**config.mk**
```make
export PLATFORM = sky130hd
export DESIGN_NAME = random_walk_mover
export DESIGN_NICKNAME = d
export VERILOG_FILES = /design/src/rtl/random_walk_pkg.sv /design/src/rtl/axis_step_clamp.sv /design/src/rtl/random_walk_mover.sv
export SDC_FILE = /design/constraint.sdc
export NUM_CORES = 1
export LEC_CHECK = 0
export CAP_MARGIN = 20
export CELL_PAD_IN_SITES_DETAIL_PLACEMENT = 1
export CELL_PAD_IN_SITES_GLOBAL_PLACEMENT = 2
export CORE_MARGIN = 2
export CORE_UTILIZATION = 30
export DETAILED_ROUTE_END_ITERATION = 16
export GPL_ROUTABILITY_DRIVEN = 0
export GPL_TIMING_DRIVEN = 0
export HOLD_SLACK_MARGIN = 0.05
export PLACE_DENSITY = 0.73
export SLEW_MARGIN = 20
export SYNTH_ARGS = -nofsm -noshare
export SYNTH_HDL_FRONTEND = slang
export SYNTH_SLANG_ARGS = --single-unit
```
**constraint.sdc**
```tcl
create_clock -name CLK -period 4.75 [get_ports CLK]
set_input_delay 0.95 -clock CLK [delete_from_list [all_inputs] [get_ports CLK]]
set_output_delay 0.95 -clock CLK [all_outputs]
set_load 0.02 [all_outputs]
```
**src/rtl/random_walk_pkg.sv**
```systemverilog
// Shared types and helpers for the random-walk sprite mover.
// Optional feature macro: RANDOM_WALK_DIAGONAL_EN widens the heading to 3 bits
// and adds four diagonal headings (UR, UL, DR, DL).
package random_walk_pkg;

`ifdef RANDOM_WALK_DIAGONAL_EN
    localparam int unsigned HEAD_W = 3;
`else
    localparam int unsigned HEAD_W = 2;
`endif

    typedef enum logic [HEAD_W-1:0] {
        H_UP    = HEAD_W'(0),
        H_DOWN  = HEAD_W'(1),
        H_RIGHT = HEAD_W'(2),
        H_LEFT  = HEAD_W'(3)
`ifdef RANDOM_WALK_DIAGONAL_EN
        ,
        H_UR    = HEAD_W'(4),
        H_UL    = HEAD_W'(5),
        H_DR    = HEAD_W'(6),
        H_DL    = HEAD_W'(7)
`endif
    } heading_t;

    // Walker FSM encoding
    typedef logic [1:0] state_t;
    localparam state_t ST_IDLE   = 2'd0;
    localparam state_t ST_WALK   = 2'd1;
    localparam state_t ST_FROZEN = 2'd2;

    // Per-axis step direction: -1, 0 or +1
    typedef logic signed [1:0] dir_t;

    // Horizontal component of a heading
    function automatic dir_t dir_x(input heading_t h);
        case (h)
            H_RIGHT: dir_x = 2'sb01;
            H_LEFT:  dir_x = 2'sb11;
`ifdef RANDOM_WALK_DIAGONAL_EN
            H_UR, H_DR: dir_x = 2'sb01;
            H_UL, H_DL: dir_x = 2'sb11;
`endif
            default: dir_x = 2'sb00;
        endcase
    endfunction

    // Vertical component of a heading (screen Y grows downward)
    function automatic dir_t dir_y(input heading_t h);
        case (h)
            H_UP:   dir_y = 2'sb11;
            H_DOWN: dir_y = 2'sb01;
`ifdef RANDOM_WALK_DIAGONAL_EN
            H_UR, H_UL: dir_y = 2'sb11;
            H_DR, H_DL: dir_y = 2'sb01;
`endif
            default: dir_y = 2'sb00;
        endcase
    endfunction

    // Mirror each heading component whose axis hit a wall
    function automatic heading_t reflect(input heading_t h, input logic hit_x, input logic hit_y);
        reflect = h;
        case (h)
            H_UP:    if (hit_y) reflect = H_DOWN;
            H_DOWN:  if (hit_y) reflect = H_UP;
            H_RIGHT: if (hit_x) reflect = H_LEFT;
            H_LEFT:  if (hit_x) reflect = H_RIGHT;
`ifdef RANDOM_WALK_DIAGONAL_EN
            H_UR: if (hit_x && hit_y) reflect = H_DL; else if (hit_x) reflect = H_UL; else if (hit_y) reflect = H_DR;
            H_UL: if (hit_x && hit_y) reflect = H_DR; else if (hit_x) reflect = H_UR; else if (hit_y) reflect = H_DL;
            H_DR: if (hit_x && hit_y) reflect = H_UL; else if (hit_x) reflect = H_DL; else if (hit_y) reflect = H_UR;
            H_DL: if (hit_x && hit_y) reflect = H_UR; else if (hit_x) reflect = H_DR; else if (hit_y) reflect = H_UL;
`endif
            default: reflect = h;
        endcase
    endfunction

endpackage

```
**src/rtl/axis_step_clamp.sv**
```systemverilog
// One-axis step with wall clamp.
// Ports: pos (current coordinate), dir (-1/0/+1), min_pos/max_pos (inclusive
// bounds), next_pos (stepped and clamped coordinate), hit (clamp occurred).
module axis_step_clamp
    import random_walk_pkg::*;
#(
    parameter int unsigned COORD_W = 11,
    parameter int unsigned SPEED   = 3
) (
    input  logic [COORD_W-1:0] pos,
    input  dir_t               dir,
    input  logic [COORD_W-1:0] min_pos,
    input  logic [COORD_W-1:0] max_pos,
    output logic [COORD_W-1:0] next_pos,
    output logic               hit
);
    localparam int unsigned EXT_W = COORD_W + 1;

    logic signed [EXT_W-1:0] pos_s, min_s, max_s, step_s, next_s;

    // Signed one-bit-wider arithmetic so a step below zero is still detectable
    always_comb begin
        pos_s  = signed'({1'b0, pos});
        min_s  = signed'({1'b0, min_pos});
        max_s  = signed'({1'b0, max_pos});
        step_s = EXT_W'(SPEED);
        case (dir)
            2'sb01:  next_s = pos_s + step_s;
            2'sb11:  next_s = pos_s - step_s;
            default: next_s = pos_s;
        endcase
        next_pos = COORD_W'(next_s);
        hit      = 1'b0;
        if (next_s < min_s) begin
            next_pos = min_pos;
            hit      = 1'b1;
        end else if (next_s > max_s) begin
            next_pos = max_pos;
            hit      = 1'b1;
        end
    end

endmodule

```
**src/rtl/random_walk_mover.sv**
```systemverilog
// Random-walk mover for NPC sprites: steps the object's top-left corner once
// per timer_done tick, holding a random heading for HOLD_STEPS ticks, clamping
// and reflecting at the arena walls, with freeze and respawn.
// Optional feature macro: RANDOM_WALK_DIAGONAL_EN (3-bit heading with diagonals).
// Ports: CLK, RESET (sync, active-high), timer_done (step strobe), enable,
// freeze, respawn, random[3:0] (LFSR sample); ObjectStartX/ObjectStartY
// (position), heading, moving (position changed on last tick), wall_hit
// (last tick clamped).
module random_walk_mover
    import random_walk_pkg::*;
#(
    parameter int unsigned COORD_W     = 11,
    parameter int unsigned X_INIT      = 200,
    parameter int unsigned Y_INIT      = 250,
    parameter int unsigned SPEED       = 3,
    parameter int unsigned HOLD_STEPS  = 5,
    parameter int unsigned OBJ_W       = 26,
    parameter int unsigned OBJ_H       = 26,
    parameter int unsigned LIMIT_LEFT  = 45,
    parameter int unsigned LIMIT_RIGHT = 635,
    parameter int unsigned LIMIT_UP    = 85,
    parameter int unsigned LIMIT_DOWN  = 400
) (
    input  logic               CLK,
    input  logic               RESET,
    input  logic               timer_done,
    input  logic               enable,
    input  logic               freeze,
    input  logic               respawn,
    input  logic [3:0]         random,
    output logic [COORD_W-1:0] ObjectStartX,
    output logic [COORD_W-1:0] ObjectStartY,
    output logic [HEAD_W-1:0]  heading,
    output logic               moving,
    output logic               wall_hit
);
    localparam int unsigned XMAX   = LIMIT_RIGHT - OBJ_W;
    localparam int unsigned YMAX   = LIMIT_DOWN - OBJ_H;
    localparam int unsigned HOLD_W = (HOLD_STEPS > 1) ? $clog2(HOLD_STEPS) : 1;

    localparam logic [COORD_W-1:0] X_LO = COORD_W'(LIMIT_LEFT);
    localparam logic [COORD_W-1:0] X_HI = COORD_W'(XMAX);
    localparam logic [COORD_W-1:0] Y_LO = COORD_W'(LIMIT_UP);
    localparam logic [COORD_W-1:0] Y_HI = COORD_W'(YMAX);

    // Arena must leave room for at least one full step on each axis
    if (!(XMAX > LIMIT_LEFT + SPEED) || !(YMAX > LIMIT_UP + SPEED) || (HOLD_STEPS < 1)) begin : g_bad_params
        $error("random_walk_mover: arena too small for SPEED or HOLD_STEPS < 1");
    end

    state_t               state_q, state_d;
    logic [COORD_W-1:0]   x_q, x_d, y_q, y_d;
    heading_t             head_q, head_d, tick_head;
    logic [HOLD_W-1:0]    hold_q, hold_d;
    logic                 moving_q, moving_d, hit_q, hit_d;
    logic [COORD_W-1:0]   x_next, y_next;
    logic                 hit_x, hit_y;
    dir_t                 step_dx, step_dy;

    logic unused_random_hi;
    assign unused_random_hi = ^random[3:HEAD_W];

    // Heading used by a tick: a fresh pick when the hold has run out
    always_comb begin
        tick_head = head_q;
        if (hold_q == '0) tick_head = heading_t'(random[HEAD_W-1:0]);
        step_dx = dir_x(tick_head);
        step_dy = dir_y(tick_head);
    end

    axis_step_clamp #(.COORD_W(COORD_W), .SPEED(SPEED)) u_axis_x (
        .pos(x_q), .dir(step_dx), .min_pos(X_LO), .max_pos(X_HI), .next_pos(x_next), .hit(hit_x)
    );

    axis_step_clamp #(.COORD_W(COORD_W), .SPEED(SPEED)) u_axis_y (
        .pos(y_q), .dir(step_dy), .min_pos(Y_LO), .max_pos(Y_HI), .next_pos(y_next), .hit(hit_y)
    );

    // State register and datapath registers
    always_ff @(posedge CLK) begin
        if (RESET) begin
            state_q  <= ST_IDLE;
            x_q      <= COORD_W'(X_INIT);
            y_q      <= COORD_W'(Y_INIT);
            head_q   <= H_RIGHT;
            hold_q   <= '0;
            moving_q <= 1'b0;
            hit_q    <= 1'b0;
        end else begin
            state_q  <= state_d;
            x_q      <= x_d;
            y_q      <= y_d;
            head_q   <= head_d;
            hold_q   <= hold_d;
            moving_q <= moving_d;
            hit_q    <= hit_d;
        end
    end

    // Next-state and datapath update; respawn > freeze > tick
    always_comb begin
        state_d  = state_q;
        x_d      = x_q;
        y_d      = y_q;
        head_d   = head_q;
        hold_d   = hold_q;
        moving_d = 1'b0;
        hit_d    = 1'b0;
        if (respawn) begin
            x_d     = COORD_W'(X_INIT);
            y_d     = COORD_W'(Y_INIT);
            head_d  = H_RIGHT;
            hold_d  = '0;
            state_d = enable ? ST_WALK : ST_IDLE;
        end else begin
            case (state_q)
                ST_IDLE: begin
                    if (enable) state_d = ST_WALK;
                end
                ST_WALK: begin
                    if (freeze) begin
                        state_d = ST_FROZEN;
                    end else if (!enable) begin
                        state_d = ST_IDLE;
                    end else if (timer_done) begin
                        hold_d   = (hold_q == '0) ? HOLD_W'(HOLD_STEPS - 1) : hold_q - HOLD_W'(1);
                        x_d      = x_next;
                        y_d      = y_next;
                        head_d   = reflect(tick_head, hit_x, hit_y);
                        moving_d = (x_next != x_q) || (y_next != y_q);
                        hit_d    = hit_x | hit_y;
                    end
                end
                ST_FROZEN: begin
                    if (!freeze) state_d = ST_WALK;
                end
                default: state_d = ST_IDLE;
            endcase
        end
    end

    assign ObjectStartX = x_q;
    assign ObjectStartY = y_q;
    assign heading      = head_q;
    assign moving       = moving_q;
    assign wall_hit     = hit_q;

endmodule

```
==> results of run 1 <==
-- cells in the final DEF (no fill, tap or decap), types with 9 or more instances in the layout --
master / instances
nand3_1: 16
buf_4: 37
nor4_1: 9
dfxtp_1: 31
clkbuf_1: 18
inv_1: 9
xnor2_1: 12
nor2_1: 30
o21ai_0: 23
nand2_1: 33
clkdlybuf4s50_1: 31
a21oi_1: 28
nand4_1: 13
nor3_1: 15
-- state kept, by name (all words and copies together) (netlist names) --
name and count:
ObjectStartX 11, ObjectStartY 11, hold_q 3, heading 2, state_q 2, moving 1, wall_hit 1
-- power groups by stage --
stage	clock, mW	sequential [mW]	combinational, mW
floorplan	0	0.270	0.0877
global placement	0	0.269	0.130
detailed placement	0	0.269	0.131
CTS	0.288	0.263	0.148
global route	0.300	0.264	0.183
finish	0.284	0.263	0.171
-- tightest hold or removal path, delay by kind of cell, from the launching register on --
family | cells | cell delay (ns)
simple gates | 1 | 0.10
flops | 1 | 0.40
compound gates | 1 | 0.05
-- path summary, 6_finish.rpt --
kind                                              startpoint                      endpoint  cells after the start
worst max-delay path                               random[0]             moving$_SDFF_PP0_                     19
worst min-delay path            ObjectStartX[1]$_SDFFE_PP0P_  ObjectStartX[1]$_SDFFE_PP0P_                      2
worst max register to register        hold_q[2]$_SDFFE_PP0P_             moving$_SDFF_PP0_                     16
worst min register to register  ObjectStartX[1]$_SDFFE_PP0P_  ObjectStartX[1]$_SDFFE_PP0P_                      2
-- per-stage QoR --
stage                     util, %  setup slack, ns
after global placement      35.25           -1.352
after global routing        41.93         -0.03782
after floorplan                 -          0.01595
final                       41.93          0.08609
after detailed placement    35.25           -1.355
after CTS                   39.01         0.002512
-- kinds of logic (layout without fill, tap and decap cells) --
kind of cell	Yosys count	count (layout)	synth area share, %
buffers and inverters	50	124	7.730
XOR/XNOR	25	25	7.086
AND/OR/NAND/NOR	185	185	32.55
flip-flops	31	31	18.80
adder cells (fa/ha/maj)	4	4	1.970
AO/OA/AOI/OAI	134	134	29.41
multiplexers	7	7	2.463
-- timing repair --
action                                  CTS  global route
pin swaps                                14            23
buffers inserted                         15            21
resized for setup                        37            32
endpoints found under the setup margin   18             4
-- cell type report --
cell class / count / area (um2) / area share (%)
Multi-Input combinational cell: 355 / 2730 / 60.33
Clock buffer: 6 / 82.58 / 1.825
Inverter: 11 / 53.80 / 1.189
Buffer: 37 / 220.2 / 4.866
Clock inverter: 2 / 35.03 / 0.7741
Tap cell: 140 / 175.2 / 3.871
Timing Repair Buffer: 68 / 608.1 / 13.44
Sequential cell: 31 / 620.6 / 13.71
-- metal layers --
layer	up-vias	wire (um)	part of all wire, %
met3	32	440	3.2
met4	0	321	2.3
met1	1914	6538	48
met5	-	0	0
met2	105	6377	47
li1	1791	-	-
==> impl_metrics.py, run 1 <==
metrics = {
    "routing": {
        "firstDrtPassIters": 5,
        "vias": 3842,
        "drtIter0Drc": 271,
        "drc_errors": 0,
        "avgRoutedWirePerCell_um": 21.04,
        "ant_nets": 0,
        "viasPerCell": 5.911,
        "routed_wl_um": 13680,
    },
    "logic_synthesis": {
        "synth_top_area_share_pct": 18.79,
        "yosysSeqAreaShare_pct": 18.79,
        "yosysWarnings": 0,
        "ys.flop_type": "dfxtp_1",
        "syn_inst": 436,
        "yosysMostFrequentCell": "nand2_1",
        "ys_top_cells_by_area": "dfxtp_1 (19%), a21oi_1 (4.9%), nand2_1 (3.9%)",
        "ys_types": 90,
        "netlist_area_um2": 3302,
        "syn_nets": 450,
        "synth-async-reset-ratio_pct": 0,
        "syn_area_per_cell_um2": 7.573,
        "synth-edff-count": 0,
        "synth_common_cells": "nand2_1 (34), a21oi_1 (32), dfxtp_1 (31)",
        "yosys_register_bits": 31,
        "yosys.area.top_type": "dfxtp_1",
    },
    "clocking": {
        "postCtsHoldBufs": 0,
        "clk_latency_ns": 0.29,
        "h-tree-depth": 2,
        "cts_root_buf": "clkbuf_8",
        "cts_tree": "done",
        "clock_sinks": 31,
        "clk_pin_slew_ns": 0.07,
        "cts-buffers-inserted": 5,
        "cts_buffer_depth": 2,
    },
    "global_routing": {
        "busiest_layer": "met2",
        "overflow": 0,
        "grt_pass1_vias": 3719,
        "grt_pass1_wl_um": 20910,
        "antenna_found_initial": 0,
        "grt_max_degree": 11,
        "grt_usage_pct": 22.92,
        "grt_util_met1_pct": 32.36,
        "use_met2_pct": 36.87,
        "grt_util_met3_pct": 3.228,
    },
    "floorplanning": {
        "die_area_um2": 11860,
        "die_y_um": 108.9,
        "rows": 38,
        "core_area_um2": 10790,
        "start_util_pct": 30.59,
        "die_width_um": 108.9,
        "ios": 36,
    },
    "setup_path": {
        "cp-start-kind": "input pin",
        "crit_fanout": 7,
        "path_buf_inv": 4,
        "path_cells": "buf_12 -> or4b_4 -> nand2_8 -> nand2_8 -> inv_8 -> buf_8 -> fa_2 -> nor4b_4 -> nand2_2 -> buf_6 -> a22o_1 -> o31ai_4 -> o31ai_4 -> o21ba_4 -> or4_4 -> a21oi_2 -> nand4_1 -> nor4_4 -> a31oi_2",
        "reg2reg_slack_ns": 0.11,
        "path_class": "input pin to flop",
        "critPathCaptureType": "flop",
        "cp_slowest_cell": "or4b_4",
        "critPathTopFamily": "simple AND/OR/NAND/NOR gates",
        "worstPathRequired_ns": 4.91,
        "arrival_ns": 4.82,
        "crit_path_max_incr_delay_ns": 0.51,
    },
    "cells_and_area": {
        "syn_to_final_growth_pct": 37.06,
        "fin_area_um2": 4526,
        "finalNonFillerCells": 650,
        "fill_cells": 1314,
        "drive_above_1_share_pct": 25.88,
        "nets": 523,
        "antenna_cells": 0,
    },
    "power_and_ir_drop": {
        "clkPwrFrac_pct": 39.5,
        "pwr-share-seq_pct": 36.7,
        "power.net_switching_uw": 216.4,
        "ir_worst_vdd_uv": 93.10,
        "finalPower_uw": 718.4,
        "intPower_uw": 501.9,
        "p_sw_share_pct": 30.13,
        "p_comb_share_pct": 23.8,
        "power_density_nw_per_um2": 158.7,
        "p_leak_nw": 1.566,
    },
    "timing": {
        "setup-violations-final": 0,
        "fmax_mhz": 214.4,
        "maxSlewHeadroom_pct": 29.21,
        "rsz0062_at_grt": "yes",
        "tns_ns": 0,
        "skew_ns": 0.003886,
        "maxSlewViolCount": 0,
        "layout_min_cycle_time_ns": 4.664,
        "period_share_pct": 98.19,
        "hold_slack_ns": 0.5996,
        "worst_slew_pin_slew_ns": 1.058,
        "final_hold_viol_count": 0,
    },
    "placed_design": {
        "place_inst": 608,
        "hpwl_um": 9684,
        "portBuffers": 32,
        "placed_cell_area_um2": 3805,
    },
    "outcome": {
        "status": "finished, final reports clean",
    },
    "hold_path": {
        "hold_path_class": "flop to flop",
    },
    "run": {
        "max_cap_violations": 0,
    },
}
Note: power is estimated with default switching activity, not from simulation.
==> run 2: changes to the inputs <==
- SKIP_LAST_GASP: default -> 1
==> results of run 2 <==
No change in the layout: final DEF, timing and power equal those of run 1.
